### src/rtl/block_matcher.sv
// block_matcher: compares each accepted block against a constant key table, one entry per cycle
module block_matcher #(
  parameter int WIDTH       = 128,
  parameter int NUM_ENTRIES = 4,
  parameter int IDX_W       = (NUM_ENTRIES > 1) ? $clog2(NUM_ENTRIES) : 1,
  parameter int CNT_W       = 16
) (
  input  logic             clk,
  input  logic             rst_n,
  input  logic             blk_valid,
  input  logic [WIDTH-1:0] blk_data,
  output logic             blk_ready,
  output logic             busy,
  output logic             done,
  output logic             match,
  output logic [IDX_W-1:0] match_idx,
  output logic [CNT_W-1:0] hit_count
);
  typedef enum logic [1:0] {IDLE, COMPARE, REPORT} state_t;
  state_t state, state_nxt;
  logic [WIDTH-1:0] blk;
  logic [IDX_W-1:0] idx;
  logic accept, hit, last;
  function automatic logic [WIDTH-1:0] entry(input int i);
    case (i)
      0:       entry = WIDTH'(128'h0123456789ABCDEF_FEDCBA9876543210);
      1:       entry = WIDTH'(128'hDEADBEEFCAFEBABE_0BADF00DFEEDFACE);
      3:       entry = WIDTH'(128'hFFFFFFFFFFFFFFFF_FFFFFFFFFFFFFFFF);
      default: entry = '0;
    endcase
  endfunction
  assign accept = blk_valid & blk_ready;
  assign hit    = blk == entry(int'(idx));
  assign last   = idx == IDX_W'(NUM_ENTRIES - 1);
  always_ff @(posedge clk or negedge rst_n)
    if (!rst_n) state <= IDLE;
    else        state <= state_nxt;
  always_comb
    state_nxt = (state == IDLE)    ? (accept ? COMPARE : IDLE) :
                (state == COMPARE) ? ((hit | last) ? REPORT : COMPARE) : IDLE;
  // Flags are registered from the next state so they line up with the state register.
  always_ff @(posedge clk or negedge rst_n)
    if (!rst_n) begin
      blk_ready <= 1'b1;
      busy      <= 1'b0;
      done      <= 1'b0;
      match     <= 1'b0;
      match_idx <= '0;
      hit_count <= '0;
      blk       <= '0;
      idx       <= '0;
    end else begin
      blk_ready <= state_nxt == IDLE;
      busy      <= state_nxt == COMPARE;
      done      <= state_nxt == REPORT;
      if (accept) begin
        blk       <= blk_data;
        idx       <= '0;
        match     <= 1'b0;
        match_idx <= '0;
      end else if (state == COMPARE) begin
        if (hit) begin
          match     <= 1'b1;
          match_idx <= idx;
          hit_count <= &hit_count ? hit_count : hit_count + CNT_W'(1);
        end else if (last) begin
          match     <= 1'b0;
          match_idx <= '0;
        end else idx <= idx + IDX_W'(1);
      end
    end
endmodule

### config.mk
export PLATFORM = sky130hd
export DESIGN_NAME = block_matcher
export DESIGN_NICKNAME = d
export VERILOG_FILES = /design/src/rtl/block_matcher.sv
export SDC_FILE = /design/constraint.sdc
export NUM_CORES = 1
export LEC_CHECK = 0
export ABC_AREA = 1
export ABC_CLOCK_PERIOD_IN_PS = 7000
export CAP_MARGIN = 15
export CORE_UTILIZATION = 57
export CTS_BUF_LIST = sky130_fd_sc_hd__clkbuf_16
export DETAILED_ROUTE_END_ITERATION = 12
export GPL_ROUTABILITY_DRIVEN = 0
export GPL_TIMING_DRIVEN = 0
export HOLD_SLACK_MARGIN = 0.02
export PLACE_DENSITY = 0.94
export REMOVE_ABC_BUFFERS = 1
export SETUP_SLACK_MARGIN = 0.05
export SLEW_MARGIN = 20
export SYNTH_ARGS = -nofsm -noshare
export SYNTH_HDL_FRONTEND = slang
export SYNTH_SLANG_ARGS = --single-unit
### constraint.sdc
create_clock -name clk -period 7 [get_ports clk]
set_clock_uncertainty 0.05 [all_clocks]
set_input_delay 1.4 -clock clk [delete_from_list [all_inputs] [get_ports clk]]
set_output_delay 1.4 -clock clk [all_outputs]
set_load 0.01 [all_outputs]
; After elaboration in Yosys (flattened, before gate mapping)
; Index checks and enable logic that the tools add are counted.
[totals]
ff_bits = 154
inputBits = 131
output_inout_bits = 22
[classes]
add_sub_neg = 2
n_eq_ne = 8
muxes = 17
n_bitwise = 4
n_reduce_logical = 9
[ops]
columns = operator, count
row1 = one-hot mux 128 bit (3 select lines), 1
row2 = equality test 128 bit, 1
row3 = two-way mux 2 bit, 11
row4 = "adder 16 x 1 -> 16 bit, second input constant", 1
row5 = AND reduction 16 bit, 1
row6 = "equality test 2 x 1 -> 1 bit, second input constant", 3
row7 = zero test 2 bit, 3
row8 = two-way mux 1 bit, 5
row9 = "equality test 2 bit, second input constant", 2
row10 = "!= test 2 bit, second input constant", 2
row11 = AND reduction 4 bit, 1
row12 = AND reduction 3 bit, 1
row13 = nonzero test 3 bit, 1
row14 = "adder 2 x 1 -> 2 bit, second input constant", 1
row15 = NOT 1 bit, 2
row16 = AND reduction 2 bit, 1
row17 = nonzero test 2 bit, 1
row18 = AND 1 bit, 1
row19 = OR 1 bit, 1

; Logic depth before layout (Yosys ltp)
; Gate-level depths: netlist of run 1.
[depth]
ltp_word = 8
depth_mapped = 18

; Worst setup path after synthesis of run 1
; Ideal clock, no wire load.
[synth_path]
path_type = input to register
from = input port blk_valid
to = register blk[105]
setup_time_ns = 0.083
arrival_time_ns = 2.362
slack_ns = 4.505
cell_stages = 6
cell_sequence = nand2_1 -> inv_1 -> clkbuf_1 -> buf_1 -> nand2_1 -> o21ai_0
[synth_via]
elab_chain_cells = 1
[synth_rtl]
columns = element, line_no
row1 = from (decl), 10  ; input logic blk_valid,
row2 = AND 1 bit, 32  ; assign accept = blk_valid & blk_ready;
row3 = to (signal assigned), 57  ; blk <= blk_data;
row4 = to (decl), 21  ; logic [WIDTH-1:0] blk;
; Every way passes these cells.
; A chain may end at the register's enable or synchronous reset.

; Worst setup path after layout of run 1
[layout_path]
from = register idx[0]
to = register hit_count[8]
[layout_via]
elab_chain_cells = 4
elab_cells_between_ends = 6
[layout_rtl]
columns = element, line_no
row1 = from (decl), 22  ; logic [IDX_W-1:0] idx;
row2 = from (signal assigned), 69  ; end else idx <= idx + IDX_W'(1);
row3 = "equality test 2 bit, or another cell as far along", 25  ; case (i)
row4 = one-hot mux 128 bit (3 select lines) (*), 25
row5 = equality test 128 bit (*), 33  ; assign hit = blk == entry(int'(idx));
row6 = AND reduction 4 bit (no line) (*), --
row7 = to (signal assigned), 65  ; hit_count <= &hit_count ? hit_count : hit_count + CNT_W'(1);
row8 = to (decl), 17  ; output logic [CNT_W-1:0] hit_count
; Every way passes the cells marked *; elsewhere a longest branch is shown, timed or not.

==> impl_results.md, run 1 <==
* Outcome: completed
* Netlist cell types at 33
* Most area-consuming cells after synthesis: dfrtp_1 46%, nand2_1 26%, o21ai_0 5.1%
* WL/cell at 14.77 um
* Finished Layout Cells at between 1000 and 1500
* # H-tree levels at 4
* Syn Inst Count at 1176
* Fin nets at roughly 1400
* Maximum VDD drop at around 220 uV
* Fmax at between 200 and 300 MHz
* Initial antenna violation count at 0
* Post-synth top area share at 0.4636
* # port buffers at around 150
* P_leak at 0.005177 uW
* Yosys reg bits at between 150 and 200
* Die Y at ~120 um
* Fin crit period at 3.641 ns
* Min Hold Slack at 0.4312 ns
* Initial DRC Count at 791
* Ant diodes at 0
* Unrepaired setup endpoints after global routing: false
* CTS-repair resized insts at 0
* CP Class: flop to flop
* Post-synthesis sequential area ratio at 0.4667
* Worst-Skew Late Latency at about 0.43 ns
* Count leader, synth: nand2_1
* Startpoint Class: flop
* Setup repair bufs after CTS at 0
* Slew @ Worst Pin at approximately 1.1 ns
* Period Utilization, post-route at 0.5202
* Die width at roughly 120 um
* Synthesized cell area at 0.008259 mm2
* Initial Utilization at 0.5904
* Crit path DAT at between 3 and 4 ns
* Final-report max-slew violation count at 0
* Hold Crit Class: flop to flop
* Hold-fix buffers, CTS at 0
* Clk sinks at between 150 and 200
* Post-synth top cells: 573 x nand2_1, 153 x dfrtp_1, 101 x nor2_1
* Yosys top cell by area: dfrtp_1
* Asr flop ratio synth at 1.000
* Longest Clk Path Bufs at 2
* Clk root buf: clkbuf_16
* Crit path capture type: flop
* Ys Warns at 0
* Post-synth EDFFs at 0
* CTS Buf Count at 17
* Total Wirelength at around 22000 um
* Power Internal at 2411 uW
* Pre-CTS setup slack at roughly 3.2 ns
* # rows at 43
* Clock share of power at 0.218
* Design Power at between 4000 and 5000 uW
* Slew HR at 0.2507
* First-pass GRT wire length at 35620 um
* Setup ws final at ~3.4 ns
* Switching Fraction at 0.4266
* DRC viols at 0
* Vias in the first global route at 7772
* CTS tree: yes
* Final hold vios at 0
* Setup TNS at 0 ns
* Clock-pin slew on the worst setup and hold paths at roughly 0.060 ns
* Post-DR vias/cell at 5.405
* Layout cells sized above 1 at 0.03797
* Post-route ant nets at 0
* Max_cap viols at 0
* Largest net degree at the start of global routing at 140
* Power Density at ~400 mW/mm2
* Number of setup violations in the final report at 0
* Sequential share of power at 0.373
* Logic pwr share at 0.409
* Layout area overhead at 26.24%
* Placed Cells at roughly 1500
* All-Layer GR Usage at 0.3080
* First-pass DRT Iterations at 6
* Die area at 0.01498 mm2
* Worst endpoint required time at 7.27 ns
* Crit-path max FO at 24
* HPWL Detailed at roughly 15000 um
* Vias at between 8000 and 9000
* Mapped Avg Cell Area at 7.023 um2
* Ports at between 150 and 200
* Overflow after GRT at 0
* Total core area at ~0.014 mm2
* NetSw at 1794 uW
* Synth Flop Type: dfrtp_1
## layout make-up
class	instances	area, um2
clock buffer	17	425.4
clock inverter	15	157.7
timing repair buffer	155	1602
tap	180	225.2
multi-input combinational	885	3807
sequential	154	3855
inverter	91	354.1
fill	1031	3562
## power by group through the flow
stage / clock [uW] / sequential [uW] / combinational [uW]
finish: 918 / 1570 / 1720
global route: 965 / 1610 / 1940
CTS: 924 / 1560 / 1700
detailed placement: 0 / 1560 / 1670
global placement: 0 / 1540 / 1620
floorplan: 0 / 1490 / 1210
## metrics by stage
step	cell area (um2)	util
2_1_floorplan	8001	-
3_3_place_gp	9748	0.6969
3_5_place_dp	9843	0.7037
4_1_cts	10430	0.7453
5_1_grt	10430	0.7453
6_report	10430	0.7453
## worst max-delay path, stage by stage (launching register included)
cell	delay [ns]
dfrtp_1	0.44
ha_1	0.94
inv_4	0.24
nand2_2	0.36
nand2_1	0.13
nand2_1	0.12
nand2_1	0.06
nor2_1	0.09
nand2_1	0.06
nor2_2	0.10
nand3_2	0.10
nor2_4	0.35
nand3_4	0.26
nand2_1	0.15
nand2_1	0.06
## path summary, 6_finish.rpt
path | start | end | cells after the start | slack (ns)
min reg2reg | state[1] | state[0] | 1 | 0.43
max in group asynchronous | rst_n | blk[18] | 2 | 5.19
min in group asynchronous | rst_n | blk[114] | 1 | 0.87
max reg2reg | idx[0] | hit_count[8] | 14 | 3.36
min | state[1] | state[0] | 1 | 0.43
max | idx[0] | hit_count[8] | 14 | 3.36
## placed cells by master (no fill, tap or decap), drive strengths merged, types with 4 or more instances in the layout
cell type      netlist  final
buf                 17      4
clkbuf              29     17
clkdlybuf4s50        0    151
clkinv               0      6
clkinvlp             0      4
dfrtp              153    153
ha                   4      4
inv                 91     93
nand2              574    574
nand3               43     43
nand4               25     25
nor2               105    105
nor3                 8      8
o21ai               88     88
or2                  5      5
xnor2               12     12
xor2                10     10
## layer usage
layer	share of wire	vias to the layer above	GRT usage
met2	0.49	364	0.5270
met4	0.026	0	0.1113
li1	-	3902	-
met5	0	-	0
met1	0.41	3767	0.3875
met3	0.077	59	0.05948
## state kept, by name, indices dropped and copies added, names as in the netlist
| name | flops |
|---|---|
| hit_count | 16 |
| blk_ready | 1 |
| match_idx | 2 |
| busy | 1 |
| idx | 2 |
| state | 2 |
| done | 1 |
| match | 1 |
| blk | 128 |
## cell families after synthesis
kind of cell             count (synthesis)  share of synthesized area
AND/OR/NAND/NOR                        763                     0.3701
flip-flops                             154                     0.4667
AO/OA/AOI/OAI                           96                    0.06060
XOR/XNOR                                22                    0.02333
adder cells (fa/ha/maj)                  4                   0.006060
buffers and inverters                  137                    0.07317
Note: power is estimated with default switching activity, not from simulation.
==> run 2, diff against run 1 <==
- ABC_CLOCK_PERIOD_IN_PS: 7000 -> 3800
- CORE_UTILIZATION: 57 -> 53
- PLACE_DENSITY: 0.94 -> 0.89
- clock period: 7 -> 3.8 ns (I/O delays scaled with it)
==> impl_results.md, run 2 (synthesized netlist as in run 1, its figures left out) <==
* Worst R2R End: hit_count[8] (unchanged)
* Overflow after GRT at 0 (unchanged)
* R2R Path Start: idx[0] (unchanged)
* CP Class: flop to flop (unchanged)
* Biggest regs: blk (128), hit_count (16) (unchanged)
* Die area at 0.01609 mm2 (was 0.01498 mm2)
* Clk sinks at 154 (unchanged)
* Unrepaired setup endpoints after global routing: false (unchanged)
* Most frequent cells in the layout: 572 x nand2_1, 153 x dfrtp_1, 151 x clkdlybuf4s50_1, 101 x nor2_1, 90 x inv_1 (was 572 x nand2_1, 153 x dfrtp_1, 151 x clkdlybuf4s50_1, 101 x nor2_1, 89 x inv_1)
* CTS Buf Count at 17 (unchanged)
* Die width at 126.8 um (was 122.4 um)
* P_leak at 0.005196 uW (was 0.005177 uW)
* Finished Cell Area at 0.01046 mm2 (was 0.01043 mm2)
* Clock-pin slew on the worst setup and hold paths at 0.06 ns (about the same)
* Layout area overhead at 26.63% (was 26.24%)
* All-Layer GR Usage at 0.2841 (was 0.3080)
* # H-tree levels at 4 (unchanged)
* Die Y at 126.8 um (was 122.4 um)
* Max_cap viols at 0 (unchanged)
* Post-DR vias/cell at 5.227 (was 5.405)
* Ports at 153 (unchanged)
* Ant diodes at 0 (unchanged)
* Worst path max stage delay at 0.49 ns (was 0.94 ns)
* Setup ws final at 0.4106 ns (was 3.359 ns)
* Maximum VDD drop at 487.7 uV (was 215.7 uV)
* Worst reg-to-reg path cell count at 14 (unchanged)
* Critical path buffers and inverters at 1 (unchanged)
* Slowest cell on the critical path: nor2_4 (was ha_1)
* Total core area at 0.01520 mm2 (was 0.01399 mm2)
* Most Used Layer, Global Route: met2 (unchanged)
* Final-report max-slew violation count at 0 (unchanged)
* HPWL Detailed at 14620 um (was 14940 um)
* # port buffers at 152 (unchanged)
* Slew HR at 0.3129 (was 0.2507)
* Longest Clk Path Bufs at 2 (unchanged)
* Final hold vios at 0 (unchanged)
* Largest register by flop count: blk (unchanged)
* CP most frequent cell: nand2_1 (unchanged)
* CTS tree: yes (unchanged)
* Worst endpoint required time at 4.06 ns (was 7.27 ns)
* Crit-path max FO at 24 (unchanged)
* Number of setup violations in the final report at 0 (unchanged)
* Clk root buf: clkbuf_16 (unchanged)
* Largest net degree at the start of global routing at 105 (was 140)
* Crit path DAT at 3.65 ns (was 3.91 ns)
* Crit path capture type: flop (unchanged)
* First-pass DRT Iterations at 5 (was 6)
* Total Wirelength at 21610 um (was 22120 um)
* Initial antenna violation count at 0 (unchanged)
* Worst-Skew Late Latency at 0.43 ns (about the same)
* Most common cell after layout, fill and taps aside: nand2_1 (unchanged)
* Filler cell count at 1203 (was 1031)
* Initial DRC Count at 653 (was 791)
* Slew @ Worst Pin at 1.027 ns (was 1.124 ns)
* Layout cells sized above 1 at 0.03645 (was 0.03797)
* Critical path, cell by cell: ha_1 > buf_8 > nor2_4 > nand2_1 > nand2_1 > nand3_1 > nor2_1 > nand2_1 > nor2_2 > nand3_2 > nor2_4 > nand3_4 > nand2_1 > nand2_1 (was ha_1 > inv_4 > nand2_2 > nand2_1 > nand2_1 > nand2_1 > nor2_1 > nand2_1 > nor2_2 > nand3_2 > nor2_4 > nand3_4 > nand2_1 > nand2_1)
* Fin nets at 1440 (was 1439)
* Vias in the first global route at 7502 (was 7772)
* Met2 Usage GRT at 0.4657 (was 0.5270)
* # rows at 45 (was 43)
* Fin crit period at 3.389 ns (was 3.641 ns)
* Met1 Use GR at 0.3672 (was 0.3875)
* Outcome: completed (unchanged)
* Max reg flops at 128 (unchanged)
* Period Utilization, post-route at 0.8920 (was 0.5202)
* Initial Utilization at 0.5433 (was 0.5904)
* Hold-fix buffers, CTS at 0 (unchanged)
* Fmax at 295.0 MHz (was 274.6 MHz)
* Startpoint Class: flop (unchanged)
* R2R Setup Slk at 0.41 ns (was 3.36 ns)
* First-pass GRT wire length at 35690 um (was 35620 um)
* Post-route ant nets at 0 (unchanged)
* Placed cell area at 0.009853 mm2 (was 0.009843 mm2)
* GRT met3 Usage at 0.04682 (was 0.05948)
* Vias at 7866 (was 8092)
* WL/cell at 14.36 um (was 14.77 um)
* DRC viols at 0 (unchanged)
* Hold Crit Class: primary input to async pin (was flop to flop)
* Pre-CTS setup slack at 0.2887 ns (was 3.186 ns)
* Setup repair bufs after CTS at 0 (unchanged)
* Critical path's top delay family: simple AND/OR/NAND/NOR gates (unchanged)
* Final core area utilization at 0.6880 (was 0.7453)
* Power Density at 740.2 mW/mm2 (was 403.4 mW/mm2)
[run 2: cell count changes in the layout (fill, tap and decap cells not counted), sizes merged]
| cell | delta |
|---|---|
| buf | +1 |
| bufinv | +1 |
| clkinv | +1 |
| clkinvlp | -3 |
[run 2: worst reg2reg max path: cells and delay by family (launching register included)]
| kind | cells | cell delay [ns] |
|---|---|---|
| simple gates | 12 | 2.09 |
| flops | 1 | 0.44 |
| fa+ha+maj | 1 | 0.44 |
| buf+inv | 1 | 0.26 |
[run 2: through the flow]
step	total power, uW	hold slack, ns	instances	TNS [ns]
finish	7742	0.1945	1505	0
global route	8369	0.2220	1505	0
CTS	7706	0.2044	1504	0
detailed placement	5939	0.4295	1473	0
global placement	5840	0.4123	1470	-1330.96
floorplan	4970	0.3994	1130	-208.73
[run 2: worst max-delay path by stage]
stage	start	slack, ns	end	cells past startpoint
after floorplan	blk_valid	-1.84	hit_count[0]	6
after global placement	blk_valid	-5.30	hit_count[0]	7
after detailed placement	idx[0]	0.29	hit_count[4]	11
after CTS	idx[1]	0.24	hit_count[8]	11
after global routing	idx[0]	0.15	hit_count[8]	14
final	idx[0]	0.41	hit_count[8]	14
[run 2: final cells by class]
type | instances | area, um2 | area share
sequential | 154 | 3855 | 0.3686
multi-input combinational | 885 | 3810 | 0.3643
timing repair buffer | 156 | 1617 | 0.1546
clock buffer | 17 | 425.4 | 0.04067
inverter | 91 | 354.1 | 0.03386
tap | 188 | 235.2 | 0.02249
clock inverter | 14 | 162.7 | 0.01555
[run 2: timing repair]
item	in CTS	in global routing
resized for setup	0	1
setup endpoints to repair	0	9
hold endpoints to repair	0	0
[run 2: report_power, final]
group | switching, uW | internal (uW) | total [uW]
Sequential | 555 | 2330 | 2890
Combinational | 2030 | 1100 | 3130
Clock | 647 | 1070 | 1720
Total | 3230 | 4510 | 7740
[run 2: metal layers]
layer  vias up  wire length [um]
met1      3574              9189
met3        63              1387
li1       3899                 -
met4         0               843
met2       330             10190
met5         -                 0
